`src/rtl/mode_select_pkg.sv`:
```
// Shared types and helpers for the front-panel mode controller.
// Mode arithmetic wraps at the mode count, not at a power of two.
package mode_select_pkg;

  typedef enum logic {
    RUN    = 1'b0,
    SELECT = 1'b1
  } state_t;

  localparam int DEFAULT_NEXT_IDX    = 4;
  localparam int DEFAULT_CONFIRM_IDX = 3;
  localparam int DEFAULT_CANCEL_IDX  = 2;

  function automatic int unsigned next_mode(input int unsigned cur, input int unsigned n);
    return (cur >= n - 1) ? 0 : cur + 1;
  endfunction

endpackage

```
`src/rtl/button_debouncer.sv`:
```
// Single-button two-flop synchroniser followed by a stable-count debouncer.
// Produces the debounced level and a registered one-cycle press pulse.
module button_debouncer #(
  parameter int DEBOUNCE_CYCLES = 1000000
) (
  input  logic clk,
  input  logic rst,
  input  logic raw,
  output logic level,
  output logic pulse
);

  localparam int CW = $clog2(DEBOUNCE_CYCLES + 1);
  localparam logic [CW-1:0] CNT_LAST = CW'(DEBOUNCE_CYCLES - 1);

  logic          sync1_q, sync2_q;
  logic          level_q, level_d;
  logic          pulse_q, pulse_d;
  logic [CW-1:0] cnt_q, cnt_d;

  // Level flips on the cycle the counter would reach DEBOUNCE_CYCLES; pulse rises with it.
  always_comb begin
    cnt_d   = '0;
    level_d = level_q;
    pulse_d = 1'b0;
    if (sync2_q != level_q) begin
      if (cnt_q == CNT_LAST) begin
        level_d = sync2_q;
        pulse_d = sync2_q;
      end else begin
        cnt_d = cnt_q + 1'b1;
      end
    end
  end

  always_ff @(posedge clk) begin
    if (rst) begin
      sync1_q <= 1'b0;
      sync2_q <= 1'b0;
      level_q <= 1'b0;
      pulse_q <= 1'b0;
      cnt_q   <= '0;
    end else begin
      sync1_q <= raw;
      sync2_q <= sync1_q;
      level_q <= level_d;
      pulse_q <= pulse_d;
      cnt_q   <= cnt_d;
    end
  end

  assign level = level_q;
  assign pulse = pulse_q;

endmodule

```
`src/rtl/mode_select_ctrl.sv`:
```
// Front-panel mode controller: debounced buttons feed a browse/confirm/cancel FSM
// that owns the committed mode, the displayed candidate and the selection timeout.
module mode_select_ctrl
  import mode_select_pkg::*;
#(
  parameter int NUM_BUTTONS     = 5,
  parameter int NUM_MODES       = 4,
  parameter int DEBOUNCE_CYCLES = 1000000,
  parameter int SELECT_TIMEOUT  = 50000000,
  parameter int NEXT_IDX        = DEFAULT_NEXT_IDX,
  parameter int CONFIRM_IDX     = DEFAULT_CONFIRM_IDX,
  parameter int CANCEL_IDX      = DEFAULT_CANCEL_IDX
) (
  input  logic                         clk,
  input  logic                         rst,
  input  logic [NUM_BUTTONS-1:0]       buttons,
  output logic [NUM_BUTTONS-1:0]       btn_level,
  output logic [NUM_BUTTONS-1:0]       btn_pulse,
  output logic [$clog2(NUM_MODES)-1:0] mode,
  output logic [$clog2(NUM_MODES)-1:0] cand_mode,
  output logic                         selecting,
  output logic                         mode_changed
);

  localparam int MW = $clog2(NUM_MODES);
  localparam int TW = $clog2(SELECT_TIMEOUT + 1);
  localparam logic [TW-1:0] TIMER_LAST = TW'(SELECT_TIMEOUT - 1);

  for (genvar i = 0; i < NUM_BUTTONS; i++) begin : g_btn
    button_debouncer #(
      .DEBOUNCE_CYCLES(DEBOUNCE_CYCLES)
    ) u_deb (
      .clk  (clk),
      .rst  (rst),
      .raw  (buttons[i]),
      .level(btn_level[i]),
      .pulse(btn_pulse[i])
    );
  end

  logic next_p, confirm_p, cancel_p;
  assign next_p    = btn_pulse[NEXT_IDX];
  assign confirm_p = btn_pulse[CONFIRM_IDX];
  assign cancel_p  = btn_pulse[CANCEL_IDX];

  state_t          state_q, state_d;
  logic [MW-1:0]   mode_q, mode_d;
  logic [MW-1:0]   cand_q, cand_d;
  logic [TW-1:0]   timer_q, timer_d;
  logic            changed_q, changed_d;

  // Timer stays at zero outside SELECT and on every consumed pulse; expiry behaves as cancel.
  always_comb begin
    state_d   = state_q;
    mode_d    = mode_q;
    cand_d    = cand_q;
    timer_d   = '0;
    changed_d = 1'b0;
    case (state_q)
      RUN: begin
        if (next_p) begin
          state_d = SELECT;
          cand_d  = MW'(next_mode(32'(mode_q), NUM_MODES));
        end
      end
      SELECT: begin
        if (cancel_p) begin
          state_d = RUN;
          cand_d  = mode_q;
        end else if (confirm_p) begin
          state_d   = RUN;
          mode_d    = cand_q;
          changed_d = (cand_q != mode_q);
        end else if (next_p) begin
          cand_d = MW'(next_mode(32'(cand_q), NUM_MODES));
        end else if (timer_q == TIMER_LAST) begin
          state_d = RUN;
          cand_d  = mode_q;
        end else begin
          timer_d = timer_q + 1'b1;
        end
      end
      default: state_d = RUN;
    endcase
  end

  always_ff @(posedge clk) begin
    if (rst) begin
      state_q   <= RUN;
      mode_q    <= '0;
      cand_q    <= '0;
      timer_q   <= '0;
      changed_q <= 1'b0;
    end else begin
      state_q   <= state_d;
      mode_q    <= mode_d;
      cand_q    <= cand_d;
      timer_q   <= timer_d;
      changed_q <= changed_d;
    end
  end

  assign mode         = mode_q;
  assign cand_mode    = cand_q;
  assign selecting    = (state_q == SELECT);
  assign mode_changed = changed_q;

endmodule
```
`config.mk`:
```
export PLATFORM = sky130hd
export DESIGN_NAME = mode_select_ctrl
export DESIGN_NICKNAME = d
export VERILOG_FILES = /design/src/rtl/mode_select_pkg.sv /design/src/rtl/button_debouncer.sv /design/src/rtl/mode_select_ctrl.sv
export SDC_FILE = /design/constraint.sdc
export NUM_CORES = 1
export LEC_CHECK = 0
export ABC_AREA = 0
export BUFFER_PORTS_ARGS = -buffer_cell sky130_fd_sc_hd__buf_2
export CAP_MARGIN = 5
export CORE_AREA = 2 2 159 146
export DETAILED_ROUTE_END_ITERATION = 16
export DIE_AREA = 0 0 161 148
export GPL_TIMING_DRIVEN = 0
export PLACE_DENSITY = 0.47
export SLEW_MARGIN = 20
export SYNTH_ARGS = -nofsm -noshare
export SYNTH_HDL_FRONTEND = slang
export SYNTH_SLANG_ARGS = --single-unit
```
`constraint.sdc`:
```
create_clock -name clk -period 3.9 [get_ports clk]
set_input_delay 0 -clock clk [delete_from_list [all_inputs] [get_ports clk]]
set_output_delay 0 -clock clk [all_outputs]
set_load 0.02 [all_outputs]
```
# Word level (Yosys, flattened, before mapping)
# Index checks and enable logic that the tools add are counted.
[totals] wordCells=101 in_bits=7 regBits=152 output_inout_bits=16
[op_classes] add_sub_neg=8 order_cmp=2 muxes=14 n_reduce_logical=19 bitwise=13 eq_ne=15
[op_table] op="$add 20x1->20 const B" n=5
[op_table] op="$eq 20x20->1 const B" n=5
[op_table] op="$reduce_or 3->1" n=10
[op_table] op="$add 26x1->26 const B" n=1
[op_table] op="$eq 26x26->1 const B" n=1
[op_table] op="$mux 2" n=7
[op_table] op="$not 1->1" n=13
[op_table] op="$reduce_and 2->1" n=5
[op_table] op="$reduce_and 3->1" n=2
[op_table] op="$reduce_or 6->1" n=1
[op_table] op="$mux 1" n=5
[op_table] op="$ne 1x1->1" n=5
[op_table] op="$add 2x1->2 const B" n=2
[op_table] op="$ge 2x2->1 const B" n=2
[op_table] op="$ne 4x1->1 const B" n=1
[op_table] op="$pmux 2 s2" n=1
[op_table] op="$reduce_or 4->1" n=1
[op_table] op="$ne 3x3->1 const B" n=1
[op_table] op="$ne 2x1->1 const B" n=1
[op_table] op="$ne 2x2->1" n=1
[op_table] op="$pmux 1 s2" n=1

# Depth between registers and ports, before layout
# Gate-level depths: netlist (run 1).
[depth] ltp_word=6 depth_mapped=8 ltp_nobuf=6

# Modules after synthesis
# From an unflattened synthesis (run 1), not the netlist that was laid out.
[hier_totals] cells_unflattened=761 hier_area_um2=6859.1
[by_module_without_submodules] mod="button_debouncer" area_each_um2=1066.0 seq_area_each_um2=480.5 cells_per_inst=118 instances=5
[by_module_without_submodules] mod="mode_select_ctrl" area_each_um2=1529.0 seq_area_each_um2=640.6 cells_per_inst=171 instances=1

# Worst setup path before layout (run 1)
# Ideal clock, no wire load.
[synth_path] path_kind="reg2reg" startpoint="reg timer_q[0]" endpoint="reg timer_q[15]" stages_incl_launch_ff=9 synth_period_minus_slack_ns=1.839 arrival_time_ns=1.724 required_time_ns=3.785 path_slack_ns=2.061 setup_time_ns=0.115 path_buffers=2 cell_sequence="dfxtp_1 -> ha_1 -> and3_1 -> buf_2 -> nand2_4 -> or4_4 -> nand3_4 -> buf_6 -> nor2_1"
[synth_via] elab_chain_cells=2 elab_cells_between_ends=3 classes_between="add/sub: 1; eq/ne: 1; reduce/logical: 1"
[synth_lines] element="from (decl)" line="mode_select_ctrl.sv:49" source="logic [TW-1:0] timer_q, timer_d;"
[synth_lines] element="from (signal assigned)" line="mode_select_ctrl.sv:98" source="timer_q <= timer_d;"
[synth_lines] element="parallel branches: the longest is 2 deep, another holds $add 26x1->26"
# Parallel ways; which one is timed is not known.
# A chain may end at the register's enable or synchronous reset.

# Worst setup path after layout (run 1)
[layout_path] startpoint="reg timer_q[0]" endpoint="reg timer_q[13]"
# Same word-level chain as after synthesis.

==> flow_summary_export.csv, run 1 <==
group,metric,value,unit
run_status,run_status,"finished, final reports clean",
setup_path,arrival,2360,ps
min_path,whs_path_depth,4,
global_routing,gr-total-overflow,0,
setup_path,reg2reg_depth,8,
floorplan,dieWidth,161,microns
route,drc,0,
setup_path,crit_path_max_fanout,10,
route,drt_iter0_drc,206,
cells_and_area,post-route-util,0.3461,
global_routing,grt_pass1_wl,21.67,mm
setup_path,worst-setup-path-type,"register to register",
sta,worstMarginPinSlew,974.4,ps
min_path,hold_class,"input pin to register",
setup_path,endpoint_kind,"register",
setup_path,cp-start-kind,"register",
setup_path,worstReg2RegEnd,"timer_q[13]$_SDFF_PP0_",
placement,portBuffers,22,
cts,cts_made_buffers,17,
floorplan,die_area,23830,sq um
run,drv_cap,0,
placement,place_ws,1852,ps
setup_path,required,4210,ps
sta,min_period,2050,ps
sta,maxSlewViolCount,0,
route,drt-total-wl,12.69,mm
global_routing,grt_max_degree,17,
synthesis,syn_inst,720,
sta,rsz0062_at_grt,"no",
cells_and_area,n_antenna_cell,0,
route,via_count,4636,
floorplan,num_io_pins,23,
route,drtAntennaViolNets,0,
setup_path,r2r_setup_slack,1850,ps
floorplan,die_y,148,microns
placement,dp_hpwl,8.832,mm
sta,finalCritPeriodShare,0.5257,
cells_and_area,syn_to_final_growth,16.95,%
route,wire_per_inst,11.79,microns
cts,h-tree-depth,4,
power_and_ir_drop,power.leakage,2.634,nW
placement,gp_congestion,0.6988,
sta,fmax,487.8,MHz
cts,clkSlewWorstSetupHoldPaths,60,ps
cells_and_area,fin_nets,781,
global_routing,first_global_vias,4393,
floorplan,initial_core_util,0.2959,
global_routing,track_usage,0.1132,
synthesis,synth_cell_types,45,
synthesis,synth_seq_area_share,0.4648,
sta,setup_violations,0,
cells_and_area,design_area,7656,sq um
synthesis,synth_nets,735,
cts,cts_root_buffer,"clkbuf_16",
cts,cts_resized,0,
synthesis,synth_area,6546,sq um
sta,hold_viol_final,0,
synthesis,synth_seq_cells,152,
floorplan,core,22120,sq um
min_path,whs_endpoint,"g_btn[4].u_deb.cnt_q[18]$_SDFF_PP0_",
route,first_pass_iters,4,
route,via_per_inst,4.309,
min_path,worstHoldStart,"rst",
cts,clock_latency,430,ps
global_routing,antenna_found_initial,0,
synthesis,synth_area_per_cell,9.092,sq um
floorplan,rows,52,
cts,clock-sinks,152,
synthesis,synth_warnings,0,
cells_and_area,drive_above_1_share,0.1142,
setup_path,rr_startpoint,"timer_q[0]$_SDFF_PP0_",
power_and_ir_drop,power_density,419.6,nW/um^2
cts,cts_tree,"built",
sta,skew,9.065,ps
placement,dpl-instance-area,7028,sq um
power_and_ir_drop,ir_drop,258.8,uV
sta,worst_slack,1850,ps
cts,clock_path_buffers,2,
sta,relSlewSlack,0.3444,
sta,tns,0,ps
## where the power goes
part	switching (mW)	leakage, nW	internal, mW
clock network	0.704	0.277	0.912
logic	0.0205	1.13	0.0141
registers	0.00389	1.23	1.56
## per-layer routing
metal	global-route usage	part of all wire
met5	0	0
met4	0.03750	0.014
met3	0.03086	0.024
met2	0.1704	0.42
met1	0.1567	0.54
## state kept, by name, indices dropped and copies added, names as in the netlist
| signal | count |
|---|---|
| timer_q | 26 |
| mode | 2 |
| selecting | 1 |
| cand_mode | 2 |
| g_btn.u_deb.sync2_q | 5 |
| mode_changed | 1 |
| g_btn.u_deb.level | 5 |
| g_btn.u_deb.sync1_q | 5 |
| g_btn.u_deb.cnt_q | 100 |
| g_btn.u_deb.pulse | 5 |
## per-stage QoR
| step | hold slack [ps] | total power [mW] | instances |
|---|---|---|---|
| floorplan | 128.2 | 1.616 | 720 |
| global placement | 211.4 | 1.629 | 1039 |
| detailed placement | 216.8 | 1.630 | 1039 |
| CTS | 61.22 | 3.266 | 1076 |
| global route | 93.01 | 3.337 | 1076 |
| finish | 45.18 | 3.213 | 1076 |
## worst max path at each step
stage	cells past startpoint	slack [ps]	start	end
after detailed placement	8	1850	timer_q[0]$_SDFF_PP0_	timer_q[6]$_SDFF_PP0_
after floorplan	8	2060	timer_q[0]$_SDFF_PP0_	timer_q[15]$_SDFF_PP0_
after global placement	8	1840	timer_q[0]$_SDFF_PP0_	timer_q[21]$_SDFF_PP0_
final	8	1850	timer_q[0]$_SDFF_PP0_	timer_q[13]$_SDFF_PP0_
after global routing	5	1690	g_btn[0].u_deb.cnt_q[6]$_SDFF_PP0_	g_btn[0].u_deb.cnt_q[15]$_SDFF_PP0_
after CTS	8	1830	timer_q[0]$_SDFF_PP0_	timer_q[13]$_SDFF_PP0_
## cell usage after synthesis, drive strengths merged
cell type	instances	area (sq um)
or2	1	6.260
clkbuf	8	30.03
o21a	2	15.01
xnor2	53	464.2
inv	10	37.54
or3	5	31.28
ha	8	100.1
nor4b	9	85.08
and4b	2	20.02
nand2	44	177.7
nor2b	12	75.07
or4	3	26.27
o31ai	1	7.510
nand3b	2	15.01
and3	19	118.9
nor4	18	133.9
o41ai	1	27.53
nor3	9	45.04
xor2	67	586.8
buf	20	147.6
nor3b	1	7.510
dfxtp	152	3043
a21oi	4	20.02
nand4	24	162.7
nand3	56	292.8
mux2i	8	80.08
nor2	160	600.6
nand4b	1	8.760
a21bo	1	10.01
a211oi	1	7.510
and4	14	125.1
a311oi	1	8.760
mux2	1	11.26
o2111ai	2	17.52
## layout by cell type, fill, tap and decap left out, types with 10 or more instances in the layout
master / Yosys / layout
nor4_1: 16 / 16
nand4_1: 22 / 22
and4_1: 13 / 13
clkbuf_16: 0 / 17
inv_1: 10 / 10
and3_1: 19 / 19
xor2_1: 67 / 67
nand2_1: 41 / 41
nor2b_1: 12 / 12
nand3_1: 55 / 55
nor2_1: 160 / 160
dfxtp_1: 152 / 152
xnor2_1: 53 / 53
buf_4: 14 / 14
buf_2: 4 / 26
## final cells by class
class,count,area (sq um)
fill,2346,14470
multi-input combinational,530,3288
sequential,152,3043
clock buffer,18,439.2
tap,297,371.6
buffer,28,177.7
timing repair buffer,27,160.2
clock inverter,14,138.9
inverter,10,37.54
## critical path: stages (launching register included)
cell and delay, ps:
dfxtp_1 360, ha_1 190, and3_1 150, buf_2 170, nand2_4 110, or4_4 570, nand3_4 170, buf_6 170
nor2_1 60
## logic make-up (layout without fill, tap and decap cells)
| logic type | Yosys count | after routing | share of synthesized area |
|---|---|---|---|
| AO/OA/AOI/OAI | 13 | 13 | 0.01739 |
| multiplexers | 9 | 9 | 0.01395 |
| adder cells (fa/ha/maj) | 8 | 8 | 0.01529 |
| flip-flops | 152 | 152 | 0.4648 |
| buffers and inverters | 38 | 97 | 0.03288 |
| XOR/XNOR | 120 | 120 | 0.1606 |
| AND/OR/NAND/NOR | 380 | 380 | 0.2951 |
## timing repair
item                                   4_1_cts  5_1_grt
endpoints found under the hold margin        5        0
setup endpoints to repair                    0        0
buffers inserted                             0        0
hold buffers                                 5        0
(Power assumes the default switching activity.)
==> run 2, diff against run 1 <==
- ABC_AREA: 0 -> 1
- CORE_AREA: 2 2 159 146 -> 2 2 169 155
- DIE_AREA: 0 0 161 148 -> 0 0 171 157
- PLACE_DENSITY: 0.47 -> 0.49
- clock period: 3.9 -> 1.8 ns (I/O delays scaled with it)
==> flow_summary_export.csv, run 2 <==
group,metric,value,unit
floorplan,core,24910,sq um
synthesis,yosysTopAreaCell,"dfxtp_1",
route,drc,0,
placement,dp_hpwl,11.94,mm
global_routing,antenna_found_initial,1,
synthesis,synthFlopType,"dfxtp_1",
global_routing,first_global_vias,5872,
setup_path,cp-start-kind,"register",
placement,portBuffers,21,
synthesis,synth_area_leaders,"dfxtp_1 (41%), nand2_1 (11%), nor2_1 (9.3%), inv_1 (6.2%), a21oi_1 (4.2%)",
min_path,whs_path_depth,2,
cts,clkSlewWorstSetupHoldPaths,60,ps
cells_and_area,fin_nets,1117,
global_routing,track_usage,0.1268,
cells_and_area,top_register,"g_btn.u_deb.cnt_q",
placement,gp_congestion,0.8052,
min_path,worstHoldStart,"rst",
floorplan,dieWidth,171,microns
synthesis,synth_nets,1059,
cells_and_area,final_common_cell,"nand2_1",
setup_path,rr_startpoint,"g_btn[4].u_deb.cnt_q[0]$_SDFF_PP0_",
global_routing,grt_max_degree,17,
synthesis,synth_area_per_cell,7.109,sq um
setup_path,required,2100,ps
cells_and_area,reg.largest.list,"g_btn.u_deb.cnt_q (100), timer_q (26)",
synthesis,synth_seq_area_share,0.4100,
setup_path,crit_path_max_fanout,4,
power_and_ir_drop,ir_drop,518.7,uV
route,wire_per_inst,11.15,microns
sta,min_period,1676,ps
cells_and_area,largest_reg_flops,100,
setup_path,critPathSlowestCell,"nor3_1",
cells_and_area,syn_to_final_growth,18.19,%
floorplan,die_area,26850,sq um
power_and_ir_drop,power_density,789.2,nW/um^2
sta,relSlewSlack,0.6630,
floorplan,die_y,157,microns
cts,clock_path_buffers,2,
cts,cts_tree,"built",
floorplan,num_io_pins,23,
synthesis,post-synth-top-area-fraction,0.4100,
setup_path,worstReg2RegEnd,"g_btn[4].u_deb.cnt_q[16]$_SDFF_PP0_",
setup_path,critPathBufInv,1,
global_routing,gr-total-overflow,0,
setup_path,worst-setup-path-type,"register to register",
sta,fmax,596.5,MHz
cells_and_area,post-route-util,0.3521,
route,first_pass_iters,5,
setup_path,r2r_setup_slack,120,ps
synthesis,ys_async_sr_fraction,0,
setup_path,reg2reg_depth,8,
cts,h-tree-depth,4,
floorplan,rows,55,
synthesis,syn_inst,1044,
sta,finalCritPeriodShare,0.9314,
route,drtAntennaViolNets,0,
global_routing,grt_pass1_wl,27.54,mm
cts,clock_latency,410,ps
min_path,hold_class,"input pin to register",
cts,cts_made_buffers,17,
run_status,run_status,"finished, final reports clean",
route,via_count,6384,
power_and_ir_drop,power.leakage,2.882,nW
synthesis,synthTopCellsByCount,"nand2_1 (214), nor2_1 (184), dfxtp_1 (152)",
min_path,whs_endpoint,"g_btn[0].u_deb.pulse$_SDFF_PP0_",
placement,place_ws,-21.67,ps
cts,clock-sinks,152,
synthesis,synth_warnings,0,
sta,worstMarginPinSlew,505.5,ps
synthesis,synth.most_common_cell,"nand2_1",
setup_path,cpMostUsedCell,"nand2_1",
route,drt_iter0_drc,288,
cells_and_area,layout.cells.non_filler,1457,
route,drt-total-wl,16.25,mm
setup_path,endpoint_kind,"register",
sta,skew,7.719,ps
sta,setup_violations,0,
sta,hold_viol_final,0,
floorplan,initial_core_util,0.2979,
sta,maxSlewViolCount,0,
cts,cts_root_buffer,"clkbuf_16",
cells_and_area,drive_above_1_share,0.1311,
setup_path,critPathTopFamily,"simple AND/OR/NAND/NOR gates",
placement,dp_cells,1407,
synthesis,synth_seq_cells,152,
run,drv_cap,0,
synthesis,synth_area,7422,sq um
setup_path,startpoint,"g_btn[4].u_deb.cnt_q[0]$_SDFF_PP0_",
setup_path,path_cells,"ha_1 -> nand2_1 -> inv_1 -> nand2_1 -> nor3_1 -> nand3_1 -> nand2_1 -> a21oi_1",
setup_path,arrival,1970,ps
cells_and_area,mostFrequentLayoutCells,"nand2_1 (210), nor2_1 (184), dfxtp_1 (150)",
sta,worst_slack,123.5,ps
synthesis,synth_edf_count,0,
synthesis,synth_cell_types,41,
route,via_per_inst,4.382,
setup_path,cpPeakStageDelay,370,ps
## run 2: cell type report
type / instances / area [sq um]
timing repair buffer: 39 / 252.7
inverter: 126 / 473.0
clock buffer: 21 / 480.5
tap: 342 / 427.9
buffer: 22 / 171.4
antenna: 1 / 2.502
fill: 2726 / 16140
sequential: 152 / 3048
clock inverter: 10 / 93.84
multi-input combinational: 744 / 3822
## run 2: logic make-up (layout without fill, tap and decap cells)
group,after synthesis,after routing,synth area share
buf+inv,148,218,0.08530
simple gates,611,611,0.3828
xor+xnor,42,42,0.04956
other cells,0,1,0
flops,152,152,0.4100
fa+ha+maj,8,8,0.01349
compound gates,83,83,0.05883
## run 2: metrics by stage
stage | setup TNS (ps) | power [mW] | hold slack (ps) | area (sq um)
CTS | 0 | 7.048 | 129.7 | 8586
detailed placement | -204.3 | 3.535 | 222.2 | 7955
finish | 0 | 6.923 | 108.5 | 8772
global route | -421.3 | 7.206 | 174.0 | 8770
floorplan | 0 | 3.508 | 107.0 | 7422
global placement | -64.61 | 3.535 | 211.8 | 7955
## run 2: metal layers
metal	track usage	routed length, microns	vias up
met5	0	0	-
met4	0.04076	253	0
met3	0.03319	451	15
met2	0.1968	7046	52
met1	0.1712	8496	2873
li1	-	-	3444
## run 2: power by group
group	leakage, nW	total, mW	internal, mW	switching [mW]
combinational	1.38	0.0867	0.0345	0.0522
clock	0.277	3.45	2.04	1.41
sequential	1.23	3.39	3.38	0.00858
total	2.88	6.92	5.45	1.47
## run 2: timing repair
action	in CTS	in global routing
setup endpoints to repair	30	96
resized for setup	2	20
hold buffers	5	0
hold endpoints to repair	5	0
buffers inserted	0	13
pin swaps	0	5
## run 2: worst max-delay path by stage
stage | endpoint | slack (ps) | depth (start not counted)
3_5_place_dp | g_btn[2].u_deb.cnt_q[16]$_SDFF_PP0_ | -20 | 9
4_1_cts | g_btn[2].u_deb.cnt_q[14]$_SDFF_PP0_ | 40 | 9
2_1_floorplan | g_btn[2].u_deb.cnt_q[13]$_SDFF_PP0_ | 310 | 9
3_3_place_gp | g_btn[2].u_deb.cnt_q[13]$_SDFF_PP0_ | -10 | 9
5_1_grt | g_btn[4].u_deb.cnt_q[18]$_SDFF_PP0_ | -30 | 7
6_report | g_btn[4].u_deb.cnt_q[16]$_SDFF_PP0_ | 120 | 8
